$ cat config.mk
export PLATFORM = sky130hd
export DESIGN_NAME = down_count_timer
export DESIGN_NICKNAME = d
export VERILOG_FILES = /design/src/rtl/down_count_timer.sv
export SDC_FILE = /design/constraint.sdc
export NUM_CORES = 1
export LEC_CHECK = 0
export CORE_AREA = 2 2 39 41
export CTS_BUF_LIST = sky130_fd_sc_hd__clkbuf_4 sky130_fd_sc_hd__clkbuf_8 sky130_fd_sc_hd__clkbuf_16
export DETAILED_ROUTE_END_ITERATION = 7
export DIE_AREA = 0 0 41 43
export GPL_TIMING_DRIVEN = 0
export PLACE_DENSITY = 0.76
export RECOVER_POWER = 50
export SLEW_MARGIN = 20
export SYNTH_ARGS = -nofsm -noshare
export SYNTH_HDL_FRONTEND = slang
export SYNTH_SLANG_ARGS = --single-unit
$ cat constraint.sdc
create_clock -name clk -period 2.2 [get_ports clk]
set_input_delay 0.33 -clock clk [delete_from_list [all_inputs] [get_ports clk]]
set_output_delay 0.33 -clock clk [all_outputs]
set_load 0.03 [all_outputs]
$ cat src/rtl/down_count_timer.sv
// ---------------------------------------------------------------------------
// down_count_timer
//
// Loadable down-counter / timer. A programmed value is counted down toward
// zero; the step after reaching zero (the terminal step) raises a one-cycle
// terminal-count pulse. The timer then either stops (one-shot) or reloads
// the programmed value and repeats (periodic). For load_val = N the period
// in periodic mode is N+1 step events, because the count covers N..0.
//
// Parameters
//   DATA_SIZE  counter and load width in bits (default 4)
//   PRESCALE   enabled RUN cycles per count step, legal range 2..256
//              (default 4); only used when DOWN_COUNT_TIMER_PRESCALE_EN
//              is defined
//
// Optional feature macro
//   DOWN_COUNT_TIMER_PRESCALE_EN
//     defined     : a prescale counter divides the enabled RUN cycles, and a
//                   step event occurs once every PRESCALE enabled cycles
//     not defined : every RUN cycle with en=1 is a step event
//
// Ports
//   clk          in   1          rising-edge clock
//   reset        in   1          asynchronous, active-high reset
//   load         in   1          load strobe, sampled each rising edge;
//                                has priority over everything else
//   load_val     in   DATA_SIZE  start/reload value captured when load=1
//   en           in   1          count enable
//   auto_reload  in   1          1 = periodic, 0 = one-shot; sampled only at
//                                the terminal step
//   q_out        out  DATA_SIZE  current count (registered)
//   tc           out  1          terminal-count pulse (registered, 1 cycle)
//   busy         out  1          high while the FSM is in RUN (registered)
//
// Behaviour summary
//   - load with load_val != 0 enters RUN; load with load_val == 0 parks the
//     timer in IDLE with q_out = 0 and no tc.
//   - IDLE ignores en; only load leaves IDLE.
//   - q_out never wraps from 0 to all-ones: a step at zero is the terminal
//     step, not a decrement.
//   - A load on the same edge as a terminal step wins, so no tc is produced.
// ---------------------------------------------------------------------------
module down_count_timer #(
  parameter int DATA_SIZE = 4,
  parameter int PRESCALE  = 4
) (
  input  logic                 clk,
  input  logic                 reset,
  input  logic                 load,
  input  logic [DATA_SIZE-1:0] load_val,
  input  logic                 en,
  input  logic                 auto_reload,
  output logic [DATA_SIZE-1:0] q_out,
  output logic                 tc,
  output logic                 busy
);

  typedef enum logic {
    IDLE = 1'b0,
    RUN  = 1'b1
  } state_t;

  localparam logic [DATA_SIZE-1:0] ZERO = '0;
  localparam logic [DATA_SIZE-1:0] ONE  = DATA_SIZE'(1);

  state_t               state;
  logic [DATA_SIZE-1:0] reload_reg;
  logic                 step;

`ifdef DOWN_COUNT_TIMER_PRESCALE_EN
  // -------------------------------------------------------------------------
  // Prescaler: counts enabled RUN cycles and produces a step event on the
  // cycle it sits at PRESCALE-1, wrapping back to 0 on that same edge. It is
  // cleared by load so every loaded value gets a full first period, and it
  // freezes (keeps its phase) while en=0 or while the timer is IDLE.
  // -------------------------------------------------------------------------
  localparam int             PS_W    = (PRESCALE > 1) ? $clog2(PRESCALE) : 1;
  localparam logic [PS_W-1:0] PS_LAST = PS_W'(PRESCALE - 1);
  localparam logic [PS_W-1:0] PS_ONE  = PS_W'(1);

  logic [PS_W-1:0] ps_cnt;

  always_ff @(posedge clk or posedge reset) begin
    if (reset) begin
      ps_cnt <= '0;
    end else if (load) begin
      ps_cnt <= '0;
    end else if ((state == RUN) && en) begin
      if (ps_cnt == PS_LAST) begin
        ps_cnt <= '0;
      end else begin
        ps_cnt <= ps_cnt + PS_ONE;
      end
    end
  end

  assign step = (state == RUN) && en && (ps_cnt == PS_LAST);
`else
  // Without the prescaler every enabled RUN cycle advances the count.
  assign step = (state == RUN) && en;
`endif

  // -------------------------------------------------------------------------
  // Timer FSM with registered outputs. busy mirrors the state but is kept as
  // its own flop so it changes on exactly the same edge as state and tc.
  // -------------------------------------------------------------------------
  // NOTE: every state flop here uses <= so all of them update from the same
  // pre-edge values; a blocking = would let later lines see new values.
  always_ff @(posedge clk or posedge reset) begin
    if (reset) begin
      state      <= IDLE;
      q_out      <= ZERO;
      reload_reg <= ZERO;
      tc         <= 1'b0;
      busy       <= 1'b0;
    end else begin
      // tc is a single-cycle pulse: cleared unless a terminal step sets it.
      tc <= 1'b0;

      if (load) begin
        reload_reg <= load_val;
        q_out      <= load_val;
        if (load_val != ZERO) begin
          state <= RUN;
          busy  <= 1'b1;
        end else begin
          state <= IDLE;
          busy  <= 1'b0;
        end
      end else if (step) begin
        if (q_out != ZERO) begin
          q_out <= q_out - ONE;
        end else begin
          // Terminal step: q_out is already 0, so no decrement/wrap.
          tc <= 1'b1;
          if (auto_reload) begin
            // reload_reg is non-zero here: RUN is only entered with a
            // non-zero load value.
            q_out <= reload_reg;
          end else begin
            state <= IDLE;
            busy  <= 1'b0;
          end
        end
      end
    end
  end

endmodule

# Word-level counts from Yosys, hierarchy flattened
# Index checks and enable logic that the tools add are counted.
totals:
  reg_bits: 10
  input_bits: 9
  out_inout_bits: 6
  elab_cells: 26
classes:
  n_addsub: 1
  n_eq_ne: 2
  mux: 12
  reduce_logical: 7
ops:
  columns: ["operator", "n"]
  rows:
  - ["$mux W4", 4]
  - ["$mux W1", 8]
  - ["$reduce_bool A4 Y1", 2]
  - ["$ne A2 B2 Y1 const B", 2]
  - ["$sub A4 B1 Y4 const B", 1]
  - ["$reduce_and A3 Y1", 1]
  - ["$reduce_bool A3 Y1", 1]
  - ["$reduce_and A2 Y1", 1]
  - ["$reduce_bool A2 Y1", 1]
  - ["$logic_and A1 B1 Y1", 1]

# Depth between registers and ports, before layout
depth:
  depth_word: 4
  depth_mapped: 6
  depth_no_buf: 6

# Least setup slack after synthesis
# OpenSTA, ideal clock, no wires.
synth_path:
  path_type: "flip-flop to flip-flop"
  startpoint: "register q_out[0]"
  endpoint: "register q_out[0]"
  setup_ns: 0.104
  arrival_time_ns: 1.663
  slack_ns: 0.433
  stages_incl_launch_ff: 7
  n_path_buf: 0
  period_less_slack_ns: 1.767
  cell_sequence: "dfrtp_1 -> inv_1 -> ha_1 -> or3b_4 -> a21oi_2 -> nor3_1 -> o41ai_2"
synth_between:
  elab_chain_len: 4
  word_cells_on_any_way: 7
  cone_classes: "1 x add/sub; 3 x mux; 3 x reduce/logical"
synth_rtl:
  columns: ["item", "line", "source"]
  rows:
  - ["from (decl)", "53", "output logic [DATA_SIZE-1:0] q_out,"]
  - ["from (signal assigned)", "122", "q_out <= load_val;"]
  - ["from (signal assigned)", "132", "q_out <= q_out - ONE;"]
  - ["from (signal assigned)", "139", "q_out <= reload_reg;"]
  - ["$sub A4 B1 Y4 or $reduce_bool A4 Y1 (tied branches)", "132, 131", null]
  - ["$mux W4", "131", "if (q_out != ZERO) begin"]
  - ["$mux W4", "130", "end else if (step) begin"]
  - ["$mux W4", "120", "if (load) begin"]
# Parallel ways exist; a longest one is shown, timed or not. The select of a mux whose other input is x is not followed.
# A chain may end at the register's enable or synchronous reset.

# Worst setup path after layout
layout_path:
  startpoint: "register q_out[2]"
  endpoint: "output q_out[2]"
# No word-level cell between the ends.

==> metrics.md <==
| Metric | Value |
|---|---|
| Clock tree sinks | 10 |
| Worst Path Required | 1.87 ns |
| Worst min path class | primary input to async pin |
| Per-cell routed wire length | 13.26 um |
| Post-synth cell types | 26 |
| Endpoints failing setup | 0 |
| Vias | 485 |
| Drt drc | 0 |
| Crit path DAT | 1.45 ns |
| Crit path from | q_out[2] |
| Clock buffer depth | 2 |
| Top Family by Delay on Critical Path | buffers and inverters |
| DIE AREA | 1763 um2 |
| RR Startpoint | q_out[0] |
| Worst-path fanout max | 7 |
| GRT Overall Usage | 16.84% |
| Skew-Pair Late Insertion Delay | 0.27 ns |
| Status | finished, final reports clean |
| Sequential cell area | 250.2 um2 |
| First-pass GRT wire length | 1987 um |
| Setup CP Type | flop to output pin |
| Effective utilization at floorplan | 39.33% |
| F_max | 562.2 MHz |
| Critical Path Stages | 1 |
| Leakage | 0.2983 nW |
| # fillers | 132 |
| CTS buffer count | 3 |
| Largest net degree at the start of global routing | 11 |
| DP HPWL | 891.5 um |
| Cts hold-fix bufs | 0 |
| Area delta synth->final | 31.72% |
| IO Port Bufs | 13 |
| Synth Warn # | 0 |
| Critical Path Source Type | flop |
| Share of post-route cells with drive strength above 1 | 12.50% |
| Routability cong. | 0.7702 |
| Met3 WL post-DR | 79 um |
| Synth area leader | dfrtp_1 |
| Placed cell area | 694.4 um2 |
| Top cells by area, synth | dfrtp_1 46%, inv_1 4.8%, a21oi_1 4.6% |
| Placed cell count | 85 |
| Final Power | 0.4921 mW |
| CP max stage cell | clkdlybuf4s50_1 |
| CTS resizes | 0 |
| TritonCTS clock tree | built |
| Clk_skew | 0.005178 ns |
| Cell chain of the critical path | clkdlybuf4s50_1 |
| Slew Viols, Final | 0 |
| Pwr/cell area | 686.4 nW/um2 |
| Max_cap viols | 0 |
| Synth Cell Area | 544.3 um2 |
| Mean post-synth cell area | 9.719 um2 |
| Most frequent cells in the layout | 10 x clkdlybuf4s50_1, 10 x dfrtp_1, 7 x inv_1 |
| Nets@finish | 84 |
| Vias per cell | 5.511 |
| Vias in the first global route | 468 |
| Worst-margin pin slew | 0.4484 ns |
| Slowest stage delay, CP | 0.71 ns |
| Met2 wire length | 577 um |
| Core area | 1384 um2 |
| Highest routing layer actually used | met4 |
| Worst slew margin | 70.03% |
| Area of the multi-input gates | 260.3 um2 |
| Fin area | 716.9 um2 |
| Metal1 wirelength | 495 um |
| Fin crit share | 80.85% |
| Syn Nets | 66 |
| Initial antenna violation count | 0 |
| Gr ovfl total | 0 |
| # rows | 14 |
| Post-Layout Cell Count | 88 |
| Crit path time final | 1.779 ns |
| Mapped Cells | 56 |
| Root buf cell | clkbuf_4 |
| Iteration-0 DRC Markers | 20 |
| Die Ht | 43 um |
| Worst r2r dst | q_out[0] |
| Flops & latches, synth | 10 |
| Ports | 15 |
| Top-area cell type share of the netlist area | 45.98% |
| Peak supply drop | 0.3349 mV |
| CTS clk-pin slew, worst paths | 0.07 ns |
| Remaining antenna violation count | 0 |
| Unrepaired setup endpoints after global routing | no |
| Worst reg2reg setup slack | 0.44 ns |
| Sequential share of the synthesized area | 45.98% |
| Drt first pass iters | 4 |
| H-tree levels | 1 |
| Reg2reg path depth | 6 |
| WL final | 1167 um |
| CP Capture Type | output pin |
| Final TNS setup | 0 ns |
| Die width | 41 um |
| CP Capture Point | q_out[2] |
| Post-CTS setup buffers | 0 |
| Inserted Diodes | 0 |
| CP Buf/Inv Count | 1 |
| Count of final hold-check violations | 0 |
cell families (layout without fill, tap and decap cells):
family / after synthesis / in the layout / share of synthesized area [%]
compound gates: 16 / 16 / 20.92
fa+ha+maj: 1 / 1 / 2.298
buf+inv: 9 / 25 / 6.208
flops: 10 / 10 / 45.98
mux: 3 / 3 / 6.206
simple gates: 17 / 17 / 18.39
worst min path at each step:
stage	start	end	slack, ns	cells past startpoint
2_1_floorplan	reset	q_out[0]	0.17	1
3_3_place_gp	reload_reg[3]	reload_reg[3]	0.49	1
3_5_place_dp	reload_reg[2]	reload_reg[2]	0.51	1
4_1_cts	reset	state	0.35	2
5_1_grt	load	q_out[3]	0.50	2
6_report	reset	state	0.48	2
where the power goes:
group / total (mW) / switching, mW / internal [mW]
Sequential: 0.225 / 0.0223 / 0.203
Combinational: 0.141 / 0.0753 / 0.0656
Clock: 0.126 / 0.0631 / 0.0632
synth_stat cells:
library cell,number
o21bai_1,1
or2b_1,1
inv_1,7
or3b_4,1
mux2_1,1
ha_1,1
nand3_1,1
mux2_2,2
o41ai_2,1
o21ai_1,1
a21oi_2,1
a21oi_1,5
o21ai_0,1
clkbuf_1,2
a31oi_1,1
o41ai_1,1
nand2_1,6
nor4b_2,1
dfrtp_1,10
nor2_1,1
o311ai_1,1
o211ai_1,1
nor3_1,4
nor4_1,1
a211oi_1,2
nor4b_1,1
routing by layer:
| metal | track usage [%] | up-vias |
|---|---|---|
| met4 | 10.00 | 0 |
| met1 | 22.59 | 226 |
| met5 | 0 | - |
| met3 | 3.141 | 2 |
| li1 | - | 236 |
| met2 | 24.06 | 21 |
layout make-up:
| type | count | area share (%) |
|---|---|---|
| inverter | 7 | 3.665 |
| multi-input combinational | 37 | 36.30 |
| sequential | 10 | 34.90 |
| tap | 16 | 2.792 |
| clock buffer | 3 | 3.141 |
| buffer | 2 | 1.047 |
| timing repair buffer | 13 | 18.15 |
stage by stage:
| step | util, % | worst slack [ns] | hold WS [ns] |
|---|---|---|---|
| 6_report | 51.81 | 0.4213 | 0.4758 |
| 4_1_cts | 51.81 | 0.4187 | 0.3546 |
| 5_1_grt | 51.81 | 0.3260 | 0.4988 |
| 3_3_place_gp | 50.18 | 0.4099 | 0.4932 |
| 3_5_place_dp | 50.18 | 0.3549 | 0.5068 |
| 2_1_floorplan | - | 0.4333 | 0.1702 |
No activity file was read; power rests on OpenSTA's default activity.
